## config.mk

```make
export PLATFORM = sky130hd
export DESIGN_NAME = fetch_unit_flat
export DESIGN_NICKNAME = d
export VERILOG_FILES = /design/src/rtl/fetch_unit_pkg.sv /design/src/rtl/fetch_unit_if.sv /design/src/rtl/fetch_unit_skid_buf.sv /design/src/rtl/fetch_unit.sv /design/src/flat_wrapper.sv
export SDC_FILE = /design/constraint.sdc
export NUM_CORES = 1
export LEC_CHECK = 0
export BUFFER_PORTS_ARGS = -buffer_cell sky130_fd_sc_hd__buf_2
export CORE_MARGIN = 3
export CORE_UTILIZATION = 30
export DETAILED_ROUTE_END_ITERATION = 12
export PLACE_DENSITY = 0.56
export SYNTH_ARGS = -nofsm -noshare
export SYNTH_HDL_FRONTEND = slang
export SYNTH_SLANG_ARGS = --single-unit
```

## constraint.sdc

```tcl
create_clock -name clk -period 2.35 [get_ports clk]
set_clock_uncertainty 0.05 [all_clocks]
set_input_delay 0.5875 -clock clk [delete_from_list [all_inputs] [get_ports clk]]
set_output_delay 0.5875 -clock clk [all_outputs]
set_load 0.005 [all_outputs]
```

## src/rtl/fetch_unit_pkg.sv

```systemverilog
// Shared types and constants for the instruction fetch stage.
package fetch_unit_pkg;

   localparam int WIDTH    = 16;
   localparam int OPC_MSB  = 15;
   localparam int OPC_LSB  = 12;
   localparam int COND_MSB = 11;
   localparam int COND_LSB = 9;

   typedef enum logic [1:0] {
      BOOT = 2'd0,
      REQ  = 2'd1,
      HOLD = 2'd2
   } fetch_state_e;

   typedef enum logic [3:0] {
      OP_ADD  = 4'h0,
      OP_SUB  = 4'h1,
      OP_AND  = 4'h2,
      OP_OR   = 4'h3,
      OP_XOR  = 4'h4,
      OP_NOT  = 4'h5,
      OP_SLL  = 4'h6,
      OP_SRL  = 4'h7,
      OP_LW   = 4'h8,
      OP_SW   = 4'h9,
      OP_LI   = 4'hA,
      OP_BR   = 4'hB,
      OP_JAL  = 4'hC,
      OP_JR   = 4'hD,
      OP_HALT = 4'hE,
      OP_EXEC = 4'hF
   } opcode_e;

endpackage

```

## src/rtl/fetch_unit_if.sv

```systemverilog
// Instruction memory request/response bus between the fetch stage and imem.
interface fetch_unit_if;
   import fetch_unit_pkg::*;

   logic             imem_req;
   logic [WIDTH-1:0] imem_addr;
   logic [WIDTH-1:0] imem_rdata;
   logic             imem_ready;

   modport master (output imem_req, imem_addr, input imem_rdata, imem_ready);
   modport slave  (input imem_req, imem_addr, output imem_rdata, imem_ready);
endinterface

```

## src/rtl/fetch_unit_skid_buf.sv

```systemverilog
// One-entry buffer holding a word fetched while decode was stalled.
module fetch_skid_buf
   import fetch_unit_pkg::*;
(
   input  logic             clk,
   input  logic             rst_n,
   input  logic             load,
   input  logic             clear,
   input  logic [WIDTH-1:0] d_instr,
   input  logic [WIDTH-1:0] d_pc_plus1,
   output logic             valid,
   output logic [WIDTH-1:0] instr,
   output logic [WIDTH-1:0] pc_plus1
);

   always_ff @(posedge clk or negedge rst_n) begin
      if (!rst_n) begin
         valid    <= 1'b0;
         instr    <= '0;
         pc_plus1 <= '0;
      end else if (clear) begin
         valid    <= 1'b0;
      end else if (load) begin
         valid    <= 1'b1;
         instr    <= d_instr;
         pc_plus1 <= d_pc_plus1;
      end
   end

endmodule

```

## src/rtl/fetch_unit.sv

```systemverilog
// Instruction fetch stage: PC, imem request FSM and the IF/ID pipeline register.
//   state | meaning
//   BOOT  | first cycle out of reset, no request
//   REQ   | requesting imem at pc
//   HOLD  | decode stalled with one fetched word parked in the skid buffer
module fetch_unit
   import fetch_unit_pkg::*;
#(
   parameter logic [15:0] RESET_PC  = 16'h0000,
   parameter logic [15:0] NOP_INSTR = 16'h0000
) (
   input  logic              clk,
   input  logic              rst_n,
   input  logic              stall,
   input  logic              redirect_valid,
   input  logic [WIDTH-1:0]  redirect_pc,
   fetch_unit_if.master      mem,
   output logic              ifid_valid,
   output logic [WIDTH-1:0]  ifid_instr,
   output logic [WIDTH-1:0]  ifid_pc_plus1,
   output logic [3:0]        ifid_opcode,
   output logic [2:0]        ifid_cond
);

   fetch_state_e     state;
   logic             req_q;
   logic [WIDTH-1:0] pc;
   logic [WIDTH-1:0] pc_inc;
   logic             skid_load;
   logic             skid_clear;
   logic             skid_valid;
   logic [WIDTH-1:0] skid_instr;
   logic [WIDTH-1:0] skid_pc_plus1;

   assign pc_inc        = pc + 16'd1;
   assign mem.imem_addr = pc;
   assign mem.imem_req  = req_q;
   assign ifid_opcode   = ifid_instr[OPC_MSB:OPC_LSB];
   assign ifid_cond     = ifid_instr[COND_MSB:COND_LSB];

   // A word can only be parked on the edge REQ->HOLD, and is drained or dropped on leaving HOLD.
   assign skid_load  = (state == REQ) && mem.imem_ready && stall && !redirect_valid;
   assign skid_clear = redirect_valid || ((state == HOLD) && !stall);

   fetch_skid_buf u_skid (
      .clk        (clk),
      .rst_n      (rst_n),
      .load       (skid_load),
      .clear      (skid_clear),
      .d_instr    (mem.imem_rdata),
      .d_pc_plus1 (pc_inc),
      .valid      (skid_valid),
      .instr      (skid_instr),
      .pc_plus1   (skid_pc_plus1)
   );

   always_ff @(posedge clk or negedge rst_n) begin
      if (!rst_n) begin
         state         <= BOOT;
         req_q         <= 1'b0;
         pc            <= RESET_PC;
         ifid_valid    <= 1'b0;
         ifid_instr    <= NOP_INSTR;
         ifid_pc_plus1 <= '0;
      end else if (redirect_valid) begin
         state      <= REQ;
         req_q      <= 1'b1;
         pc         <= redirect_pc;
         ifid_valid <= 1'b0;
         ifid_instr <= NOP_INSTR;
      end else begin
         case (state)
            BOOT: begin
               state <= REQ;
               req_q <= 1'b1;
            end
            REQ: begin
               if (mem.imem_ready)
                  pc <= pc_inc;
               if (!stall) begin
                  if (mem.imem_ready) begin
                     ifid_valid    <= 1'b1;
                     ifid_instr    <= mem.imem_rdata;
                     ifid_pc_plus1 <= pc_inc;
                  end else begin
                     ifid_valid <= 1'b0;
                     ifid_instr <= NOP_INSTR;
                  end
               end else if (mem.imem_ready) begin
                  state <= HOLD;
                  req_q <= 1'b0;
               end
            end
            HOLD: begin
               if (!stall) begin
                  state         <= REQ;
                  req_q         <= 1'b1;
                  ifid_valid    <= skid_valid;
                  ifid_instr    <= skid_valid ? skid_instr : NOP_INSTR;
                  ifid_pc_plus1 <= skid_pc_plus1;
               end
            end
            default: begin
               state <= BOOT;
               req_q <= 1'b0;
            end
         endcase
      end
   end

endmodule
```

## src/flat_wrapper.sv

```systemverilog
// flat-port wrapper written by rule: the top's interface ports become plain ports
module fetch_unit_flat import fetch_unit_pkg::*;
#(
   parameter logic [15:0] RESET_PC  = 16'h0000,
   parameter logic [15:0] NOP_INSTR = 16'h0000
)
  (clk, rst_n, stall, redirect_valid, redirect_pc, ifid_valid, ifid_instr, ifid_pc_plus1, ifid_opcode, ifid_cond, mem_imem_req, mem_imem_addr, mem_imem_rdata, mem_imem_ready);
  fetch_unit_if mem_i ();
  input  logic clk;
  input  logic rst_n;
  input  logic stall;
  input  logic redirect_valid;
  input  logic [WIDTH-1:0] redirect_pc;
  output logic ifid_valid;
  output logic [WIDTH-1:0] ifid_instr;
  output logic [WIDTH-1:0] ifid_pc_plus1;
  output logic [3:0] ifid_opcode;
  output logic [2:0] ifid_cond;
  output wire logic [$bits(mem_i.imem_req)-1:0] mem_imem_req;
  output wire logic [$bits(mem_i.imem_addr)-1:0] mem_imem_addr;
  input wire logic [$bits(mem_i.imem_rdata)-1:0] mem_imem_rdata;
  input wire logic [$bits(mem_i.imem_ready)-1:0] mem_imem_ready;
  assign mem_imem_req = mem_i.imem_req;
  assign mem_imem_addr = mem_i.imem_addr;
  assign mem_i.imem_rdata = mem_imem_rdata;
  assign mem_i.imem_ready = mem_imem_ready;
  fetch_unit #(.RESET_PC(RESET_PC), .NOP_INSTR(NOP_INSTR)) u_core (.clk(clk), .rst_n(rst_n), .stall(stall), .redirect_valid(redirect_valid), .redirect_pc(redirect_pc), .mem(mem_i), .ifid_valid(ifid_valid), .ifid_instr(ifid_instr), .ifid_pc_plus1(ifid_pc_plus1), .ifid_opcode(ifid_opcode), .ifid_cond(ifid_cond));
endmodule
```

==> results.md <==
- Outcome: finished clean
- Period utilization: 0.857
- Initial Util: 0.308
- Unrepaired setup endpoints after global routing: false
- Worst-path cell chain: inv_1 -> ha_1 -> nand2_1 -> or3_4 -> o311a_1 -> a221o_1
- CP max FO: 6
- CTS Buf Count: 9
- R2r setup slk: between 0.3 and 0.4 ns
- Drt pass-1 iters: 5
- CP Capture Point: u_core.mem.imem_addr[13]
- Wire per inst: approximately 16 um
- DR iter-0 viols: 143
- Min-delay worst type: in2async
- Syn Nets: roughly 480
- Avg Inst Size Synth: between 9 and 10 um^2
- Grt peak-use layer: met2
- Die X: 123 um
- Core area: ~13000 um^2
- Ports: 94
- Total grt overflow: 0
- Via count: approximately 3.4k
- Final Hold Fails: 0
- Critical path's largest stage delay: roughly 0.41 ns
- Final setup viols: 0
- Post-Route WL: 10900 um
- Logic depth of the worst register-to-register path: 6
- Vias/cell: about 4.9
- WP data arrival: about 2.2 ns
- Fraction of layout cells with a size suffix above 1: 0.239
- ANT cells: 0
- Die Height: 123 um
- GRT met1 Usage: 0.213
- Yosys reg bits: 84
- IR drop worst, VDD: 0.000343 V
- Synthesized area: roughly 4100 um^2
- Critical path origin: u_core.state[1]
- Fin crit period: approximately 2 ns
- Vias in the first global route: between 3k and 4k
- Sequential area share after synthesis: 0.513
- MaxCap Viol Count: 0
- Pins Over Slew Limit: 0
- Clk root buf: clkbuf_16
- Setup CP Type: reg2reg
- Largest net degree at the start of global routing: 38
- Startpoint types: register
- Cell family with most CP delay: compound AO/OA/AOI/OAI gates
- Fmax achieved: around 500 MHz
- Slew HR: 0.479
- Final nets: 562
- Synth warn: 0
- Synth unique cells: between 40 and 50
- Antenna violations before repair: 0
- Worst setup EP type: register
- M2 GR Usage: 0.216
- Post-synth EDFFs: 0
- Tot GR Track Use: 0.148
- Final HPWL DP: between 7000 and 8000 um
- Pre-CTS setup slack: 0.206 ns
- DRC viols: 0
- Top FF cell, synth: dfrtp_1
- Met3 Usage GRT: 0.0279
- Actual slew at the worst max-slew pin: a little under 0.8 ns
- Clock sinks: 84
- Layout area overhead: 23.0%
- Levels on crit path: 6
- Global-route wire length before repair: approximately 17000 um
- Setup TNS: 0 ns
- Bufs on Longest Clock Path: 2
- Clock Latency Late Sink: between 0.3 and 0.4 ns
- Post-Syn Instances: 438
- Antenna violation net count after detailed routing: 0
- CP Buf/Inv Count: 1
- Row Count: between 40 and 50
- Post-synth ARST share: 1.00
- Final WS setup: 0.336 ns
- Gpl congestion: 0.792
- Worst Path Required: between 2 and 3 ns
- End of the worst register-to-register path: u_core.mem.imem_addr[13]
- Pwr/cell area: 1040 nW/um^2
- Static leakage: roughly 2.4 nW
- Critical Path Slowest Stage Cell: dfrtp_1
- IO Port Bufs: 93
- Reg2reg start: u_core.state[1]
- CTS tree: yes
- Die footprint: ~15000 um^2
- H-Tree Depth: 3
- Clock slew at reported path FFs: ~0.060 ns
-- per-layer routing --
metal	share of wire	wire, um
met1	0.49	5280
met2	0.46	4950
met3	0.037	402
met4	0.021	226
met5	0	0
-- cell usage in the layout (no fill, tap or decap), types with 13 or more instances in the layout --
cell and count:
nand2_1 109, a22oi_1 17, buf_2 92, nor2_1 14
buf_4 13, o2bb2ai_1 17, xnor2_1 15, dfrtp_1 84
o21ai_0 30, nand3_1 16
-- layout make-up --
class / instances / area (um^2)
Multi-Input combinational cell: 311 / 1800
Sequential cell: 84 / 2100
Fill cell: 1364 / 8250
Clock buffer: 11 / 243
Tap cell: 176 / 220
Clock inverter: 4 / 73.8
Inverter: 7 / 26.3
Timing Repair Buffer: 106 / 578
-- Yosys cell counts (all sizes together), types with 4 or more instances --
cell	instances	share of area
nand2b	4	0.0061
nor2	15	0.014
xnor2	15	0.032
clkbuf	26	0.024
a21o	4	0.0073
xor2	6	0.013
o2bb2ai	17	0.036
inv	6	0.0055
nor4	5	0.0076
nor3	11	0.013
o21ai	30	0.037
nand2	110	0.10
o211ai	11	0.020
a22oi	17	0.031
buf	10	0.019
ha	6	0.018
nand3	17	0.022
dfrtp	84	0.51
nand4	7	0.011
a21oi	5	0.0061
-- stage by stage --
step           cells  total power [mW]   util  area (um^2)  hold WS, ns
2_1_floorplan    438              3.14      -         4100        0.242
3_3_place_gp     684              3.71  0.355         4720        0.402
3_5_place_dp     684              3.77  0.355         4720        0.404
4_1_cts          699              5.30  0.379         5040        0.147
5_1_grt          699              5.63  0.379         5040        0.163
6_report         699              5.24  0.379         5040        0.141
-- flip-flops by register name (all words and copies together), names as in the netlist --
| name | flops |
|---|---|
| u_core.ifid_instr | 16 |
| u_core.ifid_pc_plus1 | 16 |
| u_core.ifid_valid | 1 |
| u_core.mem.imem_addr | 16 |
| u_core.state | 2 |
| u_core.u_skid.instr | 16 |
| u_core.u_skid.pc_plus1 | 16 |
| u_core.u_skid.valid | 1 |
-- cells by family (layout without fill, tap and decap cells) --
kind of cell | Yosys count | after routing | synth area share
simple gates | 183 | 183 | 0.202
compound gates | 98 | 98 | 0.165
flops | 84 | 84 | 0.513
buf+inv | 43 | 128 | 0.0491
xor+xnor | 21 | 21 | 0.0449
fa+ha+maj | 6 | 6 | 0.0183
mux | 3 | 3 | 0.00733
-- where the power goes --
part / internal [mW] / switching (mW) / leakage, nW
combinational: 0.612 / 0.883 / 1.14
clock: 0.954 / 0.562 / 0.156
sequential: 1.92 / 0.309 / 1.07
-- worst min-delay path by stage --
| stage | start | endpoint | depth (start not counted) |
|---|---|---|---|
| after floorplan | rst_n | u_core.ifid_instr[0] | 0 |
| after global placement | u_core.u_skid.pc_plus1[8] | u_core.u_skid.pc_plus1[8] | 2 |
| after detailed placement | u_core.u_skid.pc_plus1[8] | u_core.u_skid.pc_plus1[8] | 2 |
| after CTS | rst_n | u_core.ifid_instr[14] | 1 |
| after global routing | rst_n | u_core.ifid_instr[14] | 1 |
| final | rst_n | u_core.ifid_instr[14] | 1 |
-- repair_timing --
action	in CTS	in global routing
resized for setup	0	1
setup buffers	0	0
setup endpoints to repair	0	4
hold buffers	0	0
Note: power is estimated with default switching activity, not from simulation.
